==> src/rtl/usb_rx_pkg.sv <==
// Shared types and constants for the full-speed USB receive path.
package usb_rx_pkg;

  // Line state, encoded as {dp, dm}.
  typedef enum logic [1:0] {
    LS_SE0 = 2'b00,
    LS_K   = 2'b01,
    LS_J   = 2'b10,
    LS_SE1 = 2'b11
  } line_state_e;

  typedef enum logic [1:0] {
    StIdle,
    StData,
    StDiscard,
    StWaitJ
  } rx_state_e;

  // Consecutive ones after which a stuffed zero must follow.
  localparam int unsigned STUFF_LIMIT = 6;

  typedef struct packed {
    logic       err;
    logic       last;
    logic [7:0] data;
  } rx_entry_t;

  localparam int unsigned ENTRY_W = $bits(rx_entry_t);

  function automatic logic is_jk(line_state_e ls);
    return (ls == LS_J) || (ls == LS_K);
  endfunction

endpackage

==> src/rtl/usb_sync_fifo.sv <==
// Synchronous first-word-fall-through FIFO with occupancy output.
// A write into a full FIFO is accepted only when a read retires an entry in the same cycle.
module usb_sync_fifo #(
  parameter int unsigned WIDTH = 8,
  parameter int unsigned DEPTH = 8
) (
  input  logic                       clk,
  input  logic                       rst,
  input  logic                       wr_en,
  input  logic [WIDTH-1:0]           wr_data,
  input  logic                       rd_en,
  output logic [WIDTH-1:0]           rd_data,
  output logic                       empty,
  output logic                       wr_drop,
  output logic [$clog2(DEPTH+1)-1:0] level
);

  localparam int unsigned PtrW = (DEPTH > 1) ? $clog2(DEPTH) : 1;
  localparam int unsigned LvlW = $clog2(DEPTH + 1);

  logic [WIDTH-1:0] mem_q [DEPTH];
  logic [PtrW-1:0]  wr_ptr_q, rd_ptr_q;
  logic [LvlW-1:0]  level_q;
  logic             full, do_pop, do_push;

  assign empty   = (level_q == '0);
  assign full    = (level_q == LvlW'(DEPTH));
  assign do_pop  = rd_en && !empty;
  assign do_push = wr_en && (!full || do_pop);
  assign wr_drop = wr_en && !do_push;
  // Head reads as zero when empty so the output is clean out of reset.
  assign rd_data = empty ? '0 : mem_q[rd_ptr_q];
  assign level   = level_q;

  // Pointer and occupancy bookkeeping; pointers wrap naturally (power-of-two depth).
  always_ff @(posedge clk) begin
    if (rst) begin
      wr_ptr_q <= '0;
      rd_ptr_q <= '0;
      level_q  <= '0;
    end else begin
      if (do_push) wr_ptr_q <= wr_ptr_q + PtrW'(1);
      if (do_pop)  rd_ptr_q <= rd_ptr_q + PtrW'(1);
      if (do_push && !do_pop) begin
        level_q <= level_q + LvlW'(1);
      end else if (do_pop && !do_push) begin
        level_q <= level_q - LvlW'(1);
      end
    end
  end

  // Storage array write port.
  always_ff @(posedge clk) begin
    if (do_push) mem_q[wr_ptr_q] <= wr_data;
  end

endmodule

==> src/rtl/usb_fs_rx_packetizer.sv <==
// Full-speed USB receive front end: line classification, NRZI decode, SYNC detection,
// bit unstuffing, LSB-first byte assembly and end-of-packet marking into a FWFT FIFO.
module usb_fs_rx_packetizer
  import usb_rx_pkg::*;
#(
  parameter int unsigned FIFO_DEPTH     = 8,
  parameter int unsigned SYNC_MIN_ZEROS = 5,
  parameter int unsigned EOP_SE0_BITS   = 1
) (
  input  logic                            clk,
  input  logic                            rst,
  input  logic                            bit_stb,
  input  logic                            usb_dp,
  input  logic                            usb_dm,
  output logic [7:0]                      rx_data,
  output logic                            rx_last,
  output logic                            rx_err,
  output logic                            rx_valid,
  input  logic                            rx_ready,
  output logic                            rx_active,
  output logic                            rx_ovf,
  output logic [$clog2(FIFO_DEPTH+1)-1:0] fifo_level
);

  localparam int unsigned Se0W = (EOP_SE0_BITS > 0) ? $clog2(EOP_SE0_BITS + 1) : 1;

  logic            stb_q;
  line_state_e     ls_q, prev_q, prev_d;
  rx_state_e       state_q, state_d;
  logic [2:0]      zero_cnt_q, zero_cnt_d;
  logic [2:0]      ones_cnt_q, ones_cnt_d;
  logic [2:0]      bit_cnt_q, bit_cnt_d;
  logic [Se0W-1:0] se0_cnt_q, se0_cnt_d;
  logic [7:0]      shift_q, shift_d;
  logic [7:0]      hold_q, hold_d;
  logic            hold_vld_q, hold_vld_d;
  logic [7:0]      new_byte;
  logic            push;
  rx_entry_t       push_entry, head;
  logic            fifo_empty, fifo_drop, ovf_q, force_discard;
  logic            dec_bit, line_jk, sync_ok, eop_hit, stuff_slot;

  assign dec_bit    = (ls_q == prev_q);
  assign line_jk    = is_jk(ls_q);
  assign sync_ok    = 32'(zero_cnt_q) >= SYNC_MIN_ZEROS;
  assign eop_hit    = (32'(se0_cnt_q) + 32'd1) >= EOP_SE0_BITS;
  assign stuff_slot = 32'(ones_cnt_q) >= STUFF_LIMIT;
  assign new_byte   = {dec_bit, shift_q[7:1]};

  // Capture the line on the bit strobe; the decode below acts on it one cycle later.
  always_ff @(posedge clk) begin
    if (rst) begin
      stb_q <= 1'b0;
      ls_q  <= LS_J;
    end else begin
      stb_q <= bit_stb;
      if (bit_stb) ls_q <= line_state_e'({usb_dp, usb_dm});
    end
  end

  // Receive FSM next state, decode counters and FIFO push request.
  always_comb begin
    state_d    = state_q;
    prev_d     = prev_q;
    zero_cnt_d = zero_cnt_q;
    ones_cnt_d = ones_cnt_q;
    bit_cnt_d  = bit_cnt_q;
    se0_cnt_d  = se0_cnt_q;
    shift_d    = shift_q;
    hold_d     = hold_q;
    hold_vld_d = hold_vld_q;
    push       = 1'b0;
    push_entry = '0;

    if (stb_q) begin
      if (line_jk) prev_d = ls_q;

      unique case (state_q)
        StIdle: begin
          if (ls_q == LS_SE0) begin
            prev_d     = LS_J;
            zero_cnt_d = '0;
          end else if (!line_jk) begin
            zero_cnt_d = '0;
          end else if (!dec_bit) begin
            zero_cnt_d = (zero_cnt_q == 3'd7) ? zero_cnt_q : zero_cnt_q + 3'd1;
          end else begin
            zero_cnt_d = '0;
            if (sync_ok) begin
              state_d    = StData;
              bit_cnt_d  = '0;
              ones_cnt_d = 3'd1;  // the SYNC's closing one counts toward stuffing
              se0_cnt_d  = '0;
            end
          end
        end

        StData: begin
          if (ls_q == LS_SE0) begin
            if (eop_hit) begin
              state_d    = StWaitJ;
              se0_cnt_d  = '0;
              hold_vld_d = 1'b0;
              if (hold_vld_q) begin
                push            = 1'b1;
                push_entry.data = hold_q;
                push_entry.last = 1'b1;
                push_entry.err  = (bit_cnt_q != 3'd0);
              end
            end else begin
              se0_cnt_d = se0_cnt_q + Se0W'(1);
            end
          end else if ((ls_q == LS_SE1) || (stuff_slot && dec_bit)) begin
            // SE1 or a missing stuffed zero aborts the packet.
            state_d    = StDiscard;
            se0_cnt_d  = '0;
            hold_vld_d = 1'b0;
            if (hold_vld_q) begin
              push            = 1'b1;
              push_entry.data = hold_q;
              push_entry.last = 1'b1;
              push_entry.err  = 1'b1;
            end
          end else if (stuff_slot) begin
            // Stuffed zero: dropped, only resets the run of ones.
            se0_cnt_d  = '0;
            ones_cnt_d = '0;
          end else begin
            se0_cnt_d  = '0;
            ones_cnt_d = dec_bit ? ones_cnt_q + 3'd1 : 3'd0;
            shift_d    = new_byte;
            bit_cnt_d  = bit_cnt_q + 3'd1;
            if (bit_cnt_q == 3'd7) begin
              // Previous byte is known not to be last once another one completes.
              if (hold_vld_q) begin
                push            = 1'b1;
                push_entry.data = hold_q;
              end
              hold_d     = new_byte;
              hold_vld_d = 1'b1;
            end
          end
        end

        StDiscard: begin
          if (ls_q == LS_SE0) state_d = StWaitJ;
        end

        StWaitJ: begin
          if (ls_q == LS_J) begin
            state_d    = StIdle;
            zero_cnt_d = '0;
          end
        end
      endcase
    end
  end

  // A byte lost mid-packet poisons the rest of it.
  assign force_discard = fifo_drop && (state_q == StData) && (state_d == StData);

  // FSM and decode state registers.
  always_ff @(posedge clk) begin
    if (rst) begin
      state_q    <= StIdle;
      prev_q     <= LS_J;
      zero_cnt_q <= '0;
      ones_cnt_q <= '0;
      bit_cnt_q  <= '0;
      se0_cnt_q  <= '0;
      shift_q    <= '0;
      hold_q     <= '0;
      hold_vld_q <= 1'b0;
      ovf_q      <= 1'b0;
    end else begin
      state_q    <= force_discard ? StDiscard : state_d;
      prev_q     <= prev_d;
      zero_cnt_q <= zero_cnt_d;
      ones_cnt_q <= ones_cnt_d;
      bit_cnt_q  <= bit_cnt_d;
      se0_cnt_q  <= se0_cnt_d;
      shift_q    <= shift_d;
      hold_q     <= hold_d;
      hold_vld_q <= force_discard ? 1'b0 : hold_vld_d;
      ovf_q      <= fifo_drop;
    end
  end

  usb_sync_fifo #(
    .WIDTH(ENTRY_W),
    .DEPTH(FIFO_DEPTH)
  ) u_fifo (
    .clk    (clk),
    .rst    (rst),
    .wr_en  (push),
    .wr_data(push_entry),
    .rd_en  (rx_ready),
    .rd_data(head),
    .empty  (fifo_empty),
    .wr_drop(fifo_drop),
    .level  (fifo_level)
  );

  assign rx_data   = head.data;
  assign rx_last   = head.last;
  assign rx_err    = head.err;
  assign rx_valid  = !fifo_empty;
  assign rx_active = (state_q == StData);
  assign rx_ovf    = ovf_q;

endmodule

==> config.mk <==
export PLATFORM = sky130hd
export DESIGN_NAME = usb_fs_rx_packetizer
export DESIGN_NICKNAME = d
export VERILOG_FILES = /design/src/rtl/usb_rx_pkg.sv /design/src/rtl/usb_sync_fifo.sv /design/src/rtl/usb_fs_rx_packetizer.sv
export SDC_FILE = /design/constraint.sdc
export NUM_CORES = 1
export LEC_CHECK = 0
export CORE_ASPECT_RATIO = 0.9
export CORE_MARGIN = 10
export CORE_UTILIZATION = 54
export DETAILED_ROUTE_END_ITERATION = 10
export PLACE_DENSITY_LB_ADDON = 0.1
export SLEW_MARGIN = 20
export SYNTH_ARGS = -nofsm -noshare
export SYNTH_HDL_FRONTEND = slang
export SYNTH_HIERARCHICAL = 1
export SYNTH_SLANG_ARGS = --single-unit
==> constraint.sdc <==
create_clock -name clk -period 2.9 [get_ports clk]
set_input_delay 0.29 -clock clk [delete_from_list [all_inputs] [get_ports clk]]
set_output_delay 0.29 -clock clk [all_outputs]
set_load 0.02 [all_outputs]
; ---- Word-level counts from Yosys, hierarchy flattened
; Memory sizes are Yosys's and may differ from the RTL's. A register that Yosys moved wholly into a read port is not among the register bits.
; Cells that the tools add are included.
[word_totals]
register_bits = 45
latchBits = 0
ramBits = 80
mem_bits_ro = 0
inputBits = 6
output_inout_bits = 17
mem_count = 1
[memory_table]
columns = memory, depth, width, rd, rd_clocked_by_memory_dff, write_ports, line
row1 = u_fifo.mem_q, 8, 10, 1, 1, 1, usb_sync_fifo.sv:21  ; logic [WIDTH-1:0] mem_q [DEPTH];
[op_classes]
n_addsub = 9
n_mul = 0
div = 0
magnitude_cmp = 3
eq_ne = 22
shift = 0
n_mux = 76
bitwise_logic = 3
reduce_logical = 31
[ops]
columns = operator, count
row1 = $mux 10, 7
row2 = $mux 3, 22
row3 = $mux 8, 4
row4 = $mux 2, 15
row5 = $mux 1, 21
row6 = $ne 2x2->1 const B, 9
row7 = $pmux 3 s2, 3
row8 = $add 3x1->3 const B, 5
row9 = $reduce_and 6->1, 2
row10 = $reduce_and 5->1, 2
row11 = $reduce_and 9->1, 1
row12 = $eq 2x2->1 const B, 4
row13 = $logic_and 1x1->1, 8
row14 = $mux 4, 2
row15 = $pmux 2 s4, 1
row16 = $reduce_and 8->1, 1
row17 = $eq 2x1->1 const B, 3
row18 = $eq 3x3->1 const B, 2
row19 = $ge 3x3->1 const B, 2
row20 = $reduce_bool 2->1, 3
row21 = $reduce_bool 3->1, 2
row22 = $ne 5x5->1 const B, 1
row23 = $add 4x1->4 const B, 1
row24 = $eq 4x4->1 const B, 1
row25 = other kinds (14), 22

; ---- Logic depth before layout (Yosys ltp)
[logic_depth]
ltp_word = 13
ltp_mapped = 14

; ---- Modules after synthesis
; Netlist, hierarchy kept.
[by_module_without_submodules]
columns = mod, instances, cells_per_inst, area_per_inst_um2
row1 = usb_sync_fifo, 1, 200, 3713.6
row2 = usb_fs_rx_packetizer, 1, 194, 1735.4

; ---- Least setup slack after synthesis
; No wires, ideal clock.
[synth_timing]
path_kind = register to register
start = register ones_cnt_q[0]
end = register u_fifo.level_q[3], in the netlist u_fifo/level[3]
setup_ns = 0.123
arrival_time_ns = 3.080
required_ns = 2.777
slack_ns = -0.303
path_stages_with_launch = 15
path_cell_list = dfxtp_1 > inv_1 > ha_1 > o21ai_0 > nand2_1 > a21oi_1 > o21ai_4 > inv_4 > ha_1 > inv_1 > ha_1 > a21oi_1 > a211oi_1 > a31oi_1 > mux2_1
[synth_via]
elab_chain_cells = 11
elab_cells_between_ends = 14
classes_between = order compare: 1 / mux: 6 / reduce/logical: 7
[synth_rtl]
columns = item, line
row1 = start: declaration, usb_fs_rx_packetizer.sv:31  ; logic [2:0] ones_cnt_q, ones_cnt_d;
row2 = start signal: assignment, usb_fs_rx_packetizer.sv:179  ; ones_cnt_q <= ones_cnt_d;
row3 = $ge 3x3->1 (*), usb_fs_rx_packetizer.sv:47  ; assign stuff_slot = 32'(ones_cnt_q) >= STUFF_LIMIT;
row4 = $logic_and 1x1->1, usb_fs_rx_packetizer.sv:113  ; end else if ((ls_q == LS_SE1) || (stuff_slot && dec_bit)) begin
row5 = $logic_or 1x1->1, usb_fs_rx_packetizer.sv:113
row6 = $mux 1 (*), usb_fs_rx_packetizer.sv:113
row7 = $mux 1 (*), usb_fs_rx_packetizer.sv:99  ; if (ls_q == LS_SE0) begin
row8 = $mux 1 (*), usb_fs_rx_packetizer.sv:78  ; unique case (state_q)
row9 = $mux 1 (*), usb_fs_rx_packetizer.sv:75  ; if (stb_q) begin
row10 = via push, usb_fs_rx_packetizer.sv:38  ; logic push;
row11 = $logic_and 1x1->1 (*), usb_sync_fifo.sv:29  ; assign do_push = wr_en && (!full || do_pop);
row12 = via u_fifo.do_push, usb_sync_fifo.sv:24  ; logic full, do_pop, do_push;
row13 = $logic_not 1->1, usb_sync_fifo.sv:46  ; end else if (do_pop && !do_push) begin
row14 = $logic_and 1x1->1, usb_sync_fifo.sv:46
row15 = $reduce_bool 2->1 (no line), n/a
row16 = end signal: assignment, usb_sync_fifo.sv:45  ; level_q <= level_q + LvlW'(1);
row17 = end signal: assignment, usb_sync_fifo.sv:47  ; level_q <= level_q - LvlW'(1);
row18 = end: declaration, usb_sync_fifo.sv:23  ; logic [LvlW-1:0] level_q;
; The timed path passes the listed nets; every way through them passes the cells marked *.
; A chain may end at the register's enable or synchronous reset.

; ---- Worst setup path after layout
; Ends and elaborated chain as after synthesis.

==> flow_summary_export.csv <==
group,metric,value,unit
run_status,status,"finished, final reports clean",
cts,htree_levels,4,
floorplanning,chipHeight,115,um
worst_hold_path,min_path_type,"input port to register",
power,p_int,3.49,mW
route,wl_met1,5250,um
critical_path,crit_chain,"inv_1 -> ha_1 -> o21a_1 -> a311oi_4 -> a21oi_4 -> o21ai_4 -> inv_4 -> ha_2 -> inv_2 -> buf_4 -> ha_1 -> nand3_2 -> a211oi_1 -> a31oi_1 -> mux2_1",
logic_synthesis,synth_edf_count,80,
cts,ctsHoldBuffers,0,
global_routing,grt_max_degree,24,
critical_path,cp_common_cell,"ha_1",
cts,cts_buffers,17,
sta,fin_crit_sh,0.953,
critical_path,reg2reg_from,"ones_cnt_q[0]",
floorplanning,fp.dieW,126,um
sta,rsz0062_at_grt,"no",
route,wl,11000,um
cts,cts_tree,"done",
route,ant_nets,0,
critical_path,cp_max_fo,3,
logic_synthesis,synth_most_common_cell,"edfxtp_1",
power,power.density,693,nW/um^2
logic_synthesis,syn-num-nets,417,
place,io_buffers,22,
global_routing,antenna_found_initial,0,
sta,fin_tns_setup,0,ps
logic_synthesis,synthFlopType,"edfxtp_1",
power,power.leakage,2.52,nW
critical_path,end_kind,"register",
power,clkPwrFrac,0.440,
critical_path,slowest_stage,"a311oi_4",
critical_path,path_class,"register to register",
global_routing,track_usage,0.156,
layout,fillers,692,
logic_synthesis,synthArstFlopShare,0,
logic_synthesis,synth_top_area_share,0.441,
sta,tightest_slew,572,ps
logic_synthesis,yosysWarnings,6,
critical_path,critPathMaxStageDelay,360,ps
layout,design_area,6610,um^2
floorplanning,core,9740,um^2
floorplanning,ioPinCount,23,
route,drt_iter0_drc,250,
power,power.switching,1.09,mW
route,highest_layer,"met4",
floorplanning,die_area,14500,um^2
cts,clock_path_buffers,2,
layout,areaGrowthSynthToFinish,21.3,%
critical_path,worst_ep_required_time,3290,ps
sta,slew_violations,0,
route,vias,3299,
power,peakVddDrop,0.553,mV
cts,numClockSinks,126,
sta,fin_ws,135,ps
global_routing,grt_pass1_vias,3287,
power,switching_share,0.237,
floorplanning,row_count,34,
logic_synthesis,avgSynthCellArea,13.8,um^2
critical_path,reg2reg_slack,140,ps
layout,fin_nets,471,
logic_synthesis,synth_area,5450,um^2
critical_path,r2r_cells,15,
place,dpl_worst_slack,64.4,ps
floorplanning,start_util,0.559,
logic_synthesis,yosysTopAreaCell,"edfxtp_1",
route,wl_met3,360,um
layout,drive_above_1_share,0.213,
logic_synthesis,ys_seq_area_frac,0.610,
logic_synthesis,ys_types,56,
critical_path,worstSetupStartpointType,"register",
cts,cts.clk_slew.worst_paths,60,ps
sta,clock-skew-final,8.00,ps
critical_path,startpoint,"ones_cnt_q[0]",
layout,final_util,0.678,
power,p_comb_frac,0.130,
sta,finalSetupViolCount,0,
place,place_congestion,0.856,
route,wl_per_cell,18.7,um
logic_synthesis,synth_seq_cells,126,
critical_path,arrival,3160,ps
place,dp_hpwl,6810,um
route,first_pass_iters,4,
sta,max_freq,362,MHz
logic_synthesis,yosys-top-cells-count,"edfxtp_1, nor2_1, dfxtp_1, mux2i_1, mux4_2",
logic_synthesis,syn_inst,394,
critical_path,r2r-end,"u_fifo/level[3]",
worst_hold_path,hold_path_depth,3,
place,placed_cell_area,5980,um^2
route,wl_met2,5230,um
global_routing,gr-total-overflow,0,
sta,max_slew_margin,0.617,
run,drv_cap,0,
layout,n_antenna_cell,0,
power,seq_power_share,0.430,
route,via_per_inst,5.62,
logic_synthesis,synth.area.top_cells,"edfxtp_1, dfxtp_1, mux4_2, mux2i_1, ha_1",
cts,clk_latency,510,ps
route,drcViolationCount,0,
cts,root_buffer,"clkbuf_8",
global_routing,grt_pass1_wl,17600,um
sta,post-route-min-period,2760,ps
critical_path,cp-endpoint,"u_fifo/level[3]",
sta,finalHoldViolations,0,
-- power groups by stage --
stage | clock network, mW | registers, mW | logic (mW)
after floorplan | 0 | 2.01 | 0.373
after global placement | 0 | 2.00 | 0.562
after detailed placement | 0 | 2.00 | 0.567
after CTS | 2.06 | 1.96 | 0.567
after global routing | 2.14 | 1.98 | 0.649
final | 2.01 | 1.97 | 0.593
-- worst min-delay path by stage --
stage / from / end / slack [ps]
2_1_floorplan: bit_stb / ls_q[1] / 410
3_3_place_gp: hold_q[3] / hold_q[3] / 470
3_5_place_dp: hold_q[3] / hold_q[3] / 480
4_1_cts: usb_dp / ls_q[1] / 330
5_1_grt: usb_dp / ls_q[1] / 380
6_report: usb_dp / ls_q[1] / 360
-- cell type report --
class	count	area, um^2	share of cell area
flip-flops and latches	126	3320	0.503
multi-input cells	235	2040	0.309
repair buffers	52	452	0.0684
clock buffers	20	425	0.0644
well taps	126	158	0.0239
clock inverters	12	145	0.0220
inverters	16	62.6	0.00947
-- metrics by stage --
| step | power, mW | hold WS (ps) | std cells |
|---|---|---|---|
| after CTS | 4.59 | 334 | 586 |
| after global placement | 2.56 | 466 | 554 |
| after global routing | 4.77 | 375 | 587 |
| after floorplan | 2.39 | 406 | 394 |
| final | 4.58 | 355 | 587 |
| after detailed placement | 2.57 | 476 | 554 |
-- cells by family after synthesis --
kind of cell,after synthesis,synth area share
compound gates,49,0.0652
simple gates,110,0.102
flops,126,0.610
mux,49,0.136
buf+inv,33,0.0289
xor+xnor,10,0.0175
fa+ha+maj,17,0.0404
-- critical path: cells and delay by family (launching register included) --
| family | cells | cell delay (ps) |
|---|---|---|
| buffers and inverters | 4 | 290 |
| multiplexers | 1 | 330 |
| adder cells (fa/ha/maj) | 3 | 600 |
| AND/OR/NAND/NOR | 1 | 80 |
| AO/OA/AOI/OAI | 6 | 1000 |
| flip-flops | 1 | 340 |
-- sequential cells by signal (all words and copies together) (netlist names), named ones only --
name and flops:
prev_q 2, shift_q 7, u_fifo/rd_ptr_q 3, state_q 2
ones_cnt_q 3, zero_cnt_q 3, u_fifo/level 4, u_fifo/mem_q 80
rx_ovf 1, hold_vld_q 1, hold_q 8, u_fifo/wr_ptr_q 3
stb_q 1, bit_cnt_q 3, ls_q 2
-- layer usage --
metal	track usage	up-vias
li1	-	1590
met5	0	-
met1	0.199	1639
met2	0.248	59
met4	0.0584	0
met3	0.0446	11
-- placed cells by master, fill, tap and decap left out, types with 6 or more instances in the layout --
| cell | Yosys | layout |
|---|---|---|
| edfxtp_1 | 80 | 80 |
| nor2_1 | 48 | 48 |
| dfxtp_1 | 46 | 45 |
| buf_4 | 3 | 29 |
| mux2i_1 | 28 | 28 |
| clkdlybuf4s50_1 | 0 | 22 |
| mux4_2 | 20 | 20 |
| clkbuf_16 | 0 | 16 |
| inv_1 | 15 | 14 |
| nand2_1 | 14 | 14 |
| ha_1 | 16 | 14 |
| a21oi_1 | 11 | 9 |
| nand3_1 | 9 | 8 |
| and2_1 | 8 | 8 |
| nor3_1 | 7 | 7 |
| xor2_1 | 6 | 6 |
| a31oi_1 | 6 | 6 |
-- repair_timing --
item                       CTS  global route
setup endpoints to repair    0            11
gates resized for setup      0            10
setup buffers                0             1
(Power assumes the default switching activity.)
